## config.mk

```make
export PLATFORM = sky130hd
export DESIGN_NAME = gray_binary_stream
export DESIGN_NICKNAME = d
export VERILOG_FILES = /design/src/rtl/gray_binary_stream.sv
export SDC_FILE = /design/constraint.sdc
export NUM_CORES = 1
export LEC_CHECK = 0
export ABC_AREA = 1
export BUFFER_PORTS_ARGS = -buffer_cell sky130_fd_sc_hd__buf_2
export CELL_PAD_IN_SITES_DETAIL_PLACEMENT = 0
export CELL_PAD_IN_SITES_GLOBAL_PLACEMENT = 1
export CORE_ASPECT_RATIO = 1.5
export CORE_MARGIN = 1.5
export CORE_UTILIZATION = 38
export DETAILED_ROUTE_END_ITERATION = 16
export PLACE_DENSITY_LB_ADDON = 0.1
export SYNTH_ARGS = -nofsm -noshare
export SYNTH_HDL_FRONTEND = slang
export SYNTH_SLANG_ARGS = --single-unit
```

## constraint.sdc

```tcl
create_clock -name clk -period 2.8 [get_ports clk]
set_clock_uncertainty 0.2 [all_clocks]
set_input_delay 0.7 -clock clk [delete_from_list [all_inputs] [get_ports clk]]
set_output_delay 0.7 -clock clk [all_outputs]
set_load 0.01 [all_outputs]
```

## src/rtl/gray_binary_stream.sv

```systemverilog
// rtl/gray_binary_stream.sv - streaming Gray-to-binary decoder with single-step checking
// One-deep output register behind a valid/ready handshake; flags how each decoded word moved from the last.
module gray_binary_stream #(
  parameter int WIDTH     = 3,
  parameter int ERR_CNT_W = 8
) (
  input  logic                 clk,
  input  logic                 rst_n,
  input  logic                 in_valid,
  output logic                 in_ready,
  input  logic [WIDTH-1:0]     in_gray,
  output logic                 out_valid,
  input  logic                 out_ready,
  output logic [WIDTH-1:0]     out_bin,
  output logic                 out_inc,
  output logic                 out_dec,
  output logic                 out_step_err,
  output logic [ERR_CNT_W-1:0] err_count
);

  logic             have_prev;
  logic [WIDTH-1:0] prev_bin;
  logic [WIDTH-1:0] dec_bin;
  logic [WIDTH-1:0] step;
  logic             accept;
  logic             step_inc;
  logic             step_dec;
  logic             step_err;

  assign in_ready = !out_valid || out_ready;
  assign accept   = in_valid && in_ready;

  // Bit i of the binary value is the XOR of all Gray bits at or above i.
  always_comb begin
    dec_bin = '0;
    for (int i = 0; i < WIDTH; i++) begin
      dec_bin[i] = ^(in_gray >> i);
    end
  end

  // Modular difference makes wrap-around (max -> 0, 0 -> max) a legal single step.
  assign step     = dec_bin - prev_bin;
  assign step_inc = have_prev && (step == WIDTH'(1));
  assign step_dec = have_prev && (step == {WIDTH{1'b1}});
  assign step_err = have_prev && !step_inc && !step_dec && (step != '0);

  always_ff @(posedge clk or negedge rst_n) begin
    if (!rst_n) begin
      out_valid    <= 1'b0;
      out_bin      <= '0;
      out_inc      <= 1'b0;
      out_dec      <= 1'b0;
      out_step_err <= 1'b0;
      err_count    <= '0;
      have_prev    <= 1'b0;
      prev_bin     <= '0;
    end else if (accept) begin
      out_valid    <= 1'b1;
      out_bin      <= dec_bin;
      out_inc      <= step_inc;
      out_dec      <= step_dec;
      out_step_err <= step_err;
      have_prev    <= 1'b1;
      prev_bin     <= dec_bin;
      if (step_err && (err_count != {ERR_CNT_W{1'b1}})) begin
        err_count <= err_count + ERR_CNT_W'(1);
      end
    end else if (out_ready) begin
      out_valid <= 1'b0;
    end
  end

endmodule

```

* Word level (Yosys, flattened, before mapping)
Index checks and enable logic that the tools add are counted.
** Word-level totals
- Register bits after elaboration :: 16
- Bits in latches :: 0
- Memory bits (writable) :: 0
- ROM bits :: 0
- Input bits :: 7
- Output and inout bits :: 16
- Logic and storage cells :: 31
- Memories :: 0
** Cells by class
- Add/sub/neg operators :: 2
- Multiply operators :: 0
- Divide/modulo/power cells :: 0
- $lt $le $gt $ge :: 0
- Equality and inequality tests :: 3
- Shift operators :: 0
- Muxes and demuxes :: 2
- Bitwise logic cells :: 0
- Reduce and logical (&&, ||, !) cells :: 17
** Operators with widths (count)
- $reduce_xor A3 Y1 :: 3
- $add A8 B1 Y8 const B :: 1
- $ne A8 B8 Y1 const B :: 1
- $logic_and A1 B1 Y1 :: 7
- $eq A3 B1 Y1 const B :: 1
- $eq A3 B3 Y1 const B :: 1
- $logic_not A1 Y1 :: 3
- $reduce_bool A3 Y1 :: 1
- $sub A3 B3 Y3 :: 1
- $mux W1 :: 2
- $reduce_and A2 Y1 :: 1
- $reduce_bool A2 Y1 :: 1
- $logic_or A1 B1 Y1 :: 1

* Longest topological paths before layout
- Depth after elaboration :: 10
- Depth in mapped cells :: 12
- Depth with buffers taken out :: 12

* Worst setup path before layout
Ideal clock, no wire load.
- Kind :: input to register
- From :: input port in_gray[2]
- To :: register err_count[0]
- Library setup time :: 118 ps
- Arrival :: 2503 ps
- Setup slack :: -21 ps
- Stages on the path :: 12
- Path through :: xor2_1 -> xnor2_1 -> ha_1 -> inv_1 -> fa_1 -> inv_1 -> nor2_1 -> nand3_4 -> nand2_4 -> nor2_8 -> nand3_1 -> nand2_1
** Between the ends
- Longest elaborated chain between the ends :: 10
- Elaborated cells on any way between the ends :: 16
- Those cells by class :: add/sub (1); eq/ne (2); reduce/logical (13)
** RTL lines
- start: declaration :: RTL line 11 : input logic [WIDTH-1:0] in_gray,
- $reduce_xor A3 Y1 :: RTL line 37 : dec_bin[i] = ^(in_gray >> i);
- $sub A3 B3 Y3 * :: RTL line 42 : assign step = dec_bin - prev_bin;
- $eq A3 B1 Y1 :: RTL line 43 : assign step_inc = have_prev && (step == WIDTH'(1));
- $logic_and A1 B1 Y1 :: RTL line 43
- $logic_not A1 Y1 :: RTL line 45 : assign step_err = have_prev && !step_inc && !step_dec && (step != '0);
- $logic_and A1 B1 Y1 (2 in series) :: RTL line 45
- $logic_and A1 B1 Y1 * :: RTL line 45
- $logic_and A1 B1 Y1 * :: RTL line 65 : if (step_err && (err_count != {ERR_CNT_W{1'b1}})) begin
- $reduce_and A2 Y1 (no line) *
- end signal: assignment :: RTL line 66 : err_count <= err_count + ERR_CNT_W'(1);
- end: declaration :: RTL line 18 : output logic [ERR_CNT_W-1:0] err_count
Mark *: on every way between the ends. The rest lies on a longest branch, timed or not.
A chain may end at the register's enable or synchronous reset.

* Worst setup path in the final report
- From :: input port in_gray[2]
- To :: register err_count[0]
** Between the ends
- Longest elaborated chain between the ends :: 10
- Elaborated cells on any way between the ends :: 16
- Those cells by class :: add/sub (1); eq/ne (2); reduce/logical (13)
** RTL lines
- $reduce_xor A3 Y1 * :: RTL line 37
- net dec_bin[1] :: RTL line 23 : logic [WIDTH-1:0] dec_bin;
- $sub A3 B3 Y3 * :: RTL line 42
- $eq A3 B1 Y1 :: RTL line 43
- $logic_and A1 B1 Y1 :: RTL line 43
- $logic_not A1 Y1 :: RTL line 45
- $logic_and A1 B1 Y1 (2 in series) :: RTL line 45
- $logic_and A1 B1 Y1 * :: RTL line 45
- $logic_and A1 B1 Y1 * :: RTL line 65
- $reduce_and A2 Y1 (no line) *
The timed path passes the listed nets; every way through them passes the cells marked *.

==> results.json <==
{
  "grt_use_total_pct": 16.3,
  "pwr-share-clk_pct": 14.5,
  "dieArea_sq_mm": 0.00282,
  "postCtsHoldBufs": 0,
  "cts.clk_slew.worst_paths_ps": 90,
  "crit_required_ps": 2780,
  "syn_nets": 113,
  "end_kind": "register",
  "drtIter0Drc": 11,
  "grt_pass1_vias": 754,
  "yosys.area_share.simple_pct": 37.0,
  "peakVddDrop_mv": 0.300,
  "drt-met1-wl_um": 740,
  "seq_power_share_pct": 41.1,
  "fin_area_sq_mm": 0.00119,
  "path_max_fanout": 8,
  "yosysUniqueCellTypes": 25,
  "dr_wl_met2_um": 1060,
  "synth_top_area_share_pct": 42.0,
  "yosysTopAreaCell": "dfrtp_1",
  "crit_arrival_ps": 2590,
  "synth_mux_area_share_pct": 0,
  "synth.most_common_cell": "nand2_1",
  "synth_area_per_cell_sq_um": 9.26,
  "die_y_um": 64.3,
  "yosysSeqAreaShare_pct": 42.0,
  "period_needed_ps": 2610,
  "ys_seq_elements": 16,
  "rows": 22,
  "routed.top_layer": "met4",
  "p_switching_uw": 319,
  "finalWirelength_um": 1880,
  "ant_nets": 0,
  "cts_tree": "yes",
  "cts.htree.levels": 1,
  "cellPowerDensity_mw_per_mm2": 686,
  "fin_crit_sh_pct": 93.3,
  "overflow": 0,
  "initial_core_util_pct": 39.4,
  "worst_slew_pin_slew_ps": 382,
  "clockBufferDepth": 2,
  "cts_inserted_buffers": 3,
  "ios": 23,
  "yosys-top-cells-area": "dfrtp_1 42%, nand2_1 11%, nand3_1 5.8%, nand3_4 5.5%, xor2_1 3.7%",
  "pre_cts_ws_ps": -137,
  "setup_viol": 0,
  "synth_edf_count": 0,
  "wl_met3_um": 47,
  "cts_resized": 0,
  "finalHoldViolations": 0,
  "grt_pass1_wl_um": 3340,
  "multi_input_area_sq_um": 515,
  "hpwlAfterDp_um": 1480,
  "synth-main-ff-cell": "dfrtp_1",
  "cts_setup_buffers": 0,
  "wl_per_cell_um": 11.8,
  "place.port_buffers": 22,
  "rsz0062_at_grt": "false",
  "insertedDiodeCount": 0,
  "antenna_found_initial": 0,
  "place.gp.congestion": 0.749,
  "instances_no_fill": 160,
  "hold_class": "primary input to async pin",
  "fmax_ghz": 0.383,
  "grt_max_degree": 17,
  "p_int_uw": 496,
  "layout-drive-gt1-share_pct": 39.0,
  "synth_compound_area_share_pct": 5.12,
  "synth_cells": 103,
  "status": "completed",
  "synth_top_family_by_area": "simple AND/OR/NAND/NOR gates",
  "firstDrtPassIters": 4,
  "seq_area_sq_um": 400,
  "yosysWarnings": 0,
  "max-slew-margin-rel_pct": 74.5,
  "clkSinkCount": 16,
  "via_per_inst": 4.96,
  "dp.cells": 157,
  "nNetsFinal": 148,
  "combPwrFrac_pct": 44.4,
  "drv_cap": 0,
  "leakage_uw": 0.000629,
  "dr_total_vias": 793,
  "p_sw_share_pct": 39.1,
  "dpl_cell_area_sq_mm": 0.00116,
  "synth_area_sq_um": 953,
  "area_growth_syn_to_layout_pct": 24.5,
  "coreArea_sq_mm": 0.00242,
  "clock_latency_ps": 280,
  "critPathKind": "primary input to register",
  "drcViolationCount": 0,
  "async_reset_ff_share_pct": 100,
  "maxSlewViolCount": 0,
  "synth_adder_area_share_pct": 4.72,
  "synth_xor_area_share_pct": 6.43,
  "layout_setup_ws_ps": 189,
  "die_x_um": 43.9,
  "n_fill_cell": 265,
  "cts_root_buffer": "clkbuf_4",
  "worstSetupStartpointType": "primary input",
  "synth_common_cells": "29 x nand2_1, 16 x dfrtp_1, 11 x nand3_1"
}
path summary, 6_finish.rpt:
path                                         from                        to  slack, ps  cells after the start
setup / recovery                       in_gray[2]  err_count[0]$_DFFE_PN0P_        190                     13
hold / removal                              rst_n       out_inc$_DFFE_PN0P_        130                      1
setup reg to reg           out_bin[0]$_DFFE_PN0P_  err_count[0]$_DFFE_PN0P_        760                     10
hold reg to reg             have_prev$_DFFE_PN0P_     have_prev$_DFFE_PN0P_        270                      2
max in group asynchronous                   rst_n    out_bin[2]$_DFFE_PN0P_       2000                      1
min in group clk            have_prev$_DFFE_PN0P_     have_prev$_DFFE_PN0P_        270                      2
kinds of logic (layout without fill, tap and decap cells):
kind of cell	count (synthesis)	after routing
simple gates	58	58
flops	16	16
buf+inv	12	45
compound gates	7	7
xor+xnor	7	7
fa+ha+maj	3	3
power groups by stage:
stage	sequential, uW	combinational, uW	clock (uW)
floorplan	357	207	0
global placement	337	366	0
detailed placement	340	369	0
CTS	336	369	128
global route	344	409	135
finish	335	362	118
flip-flops by register name, summed over array words and instances (netlist names):
register      cells
out_dec           1
out_bin           3
err_count         8
out_inc           1
out_valid         1
have_prev         1
out_step_err      1
critical path, stage by stage:
cell     delay [ps]
buf_2           120
xor2_2          180
xnor2_1         190
ha_1            180
inv_1            50
fa_1            530
inv_1            60
nor2_1          160
nand3_4         130
nand2_4         110
nor2_8           50
nand3_1          80
nand2_1          50
cells in the final DEF (no fill, tap or decap), types with 3 or more instances in the layout:
cell and instances:
buf_2 22, xor2_1 3, nand3_1 11, buf_4 9
nand3_4 3, clkbuf_4 3, nand2_2 4, o21ai_1 3
nand2_1 29, dfrtp_1 16, xnor2_1 3, inv_1 9
layout make-up:
class / count / area share (%)
Sequential cell: 16 / 33.7
Inverter: 11 / 3.48
Multi-Input combinational cell: 75 / 43.4
Clock buffer: 3 / 1.90
Tap cell: 24 / 2.53
Timing Repair Buffer: 31 / 15.0
per-layer routing:
layer / track usage [%] / up-vias
li1: - / 393
met1: 18.1 / 385
met2: 28.7 / 11
met3: 1.69 / 4
met4: 9.09 / 0
met5: 0 / -
stage by stage:
stage,hold WS (ps),setup TNS [ps],util (%),power [uW]
6_report,125,0,49.0,815
4_1_cts,127,0,49.0,832
3_3_place_gp,245,-613,48.1,702
3_5_place_dp,252,-1190,48.1,708
5_1_grt,139,0,49.0,888
2_1_floorplan,204,0,-,564
Note: power is estimated with default switching activity, not from simulation.
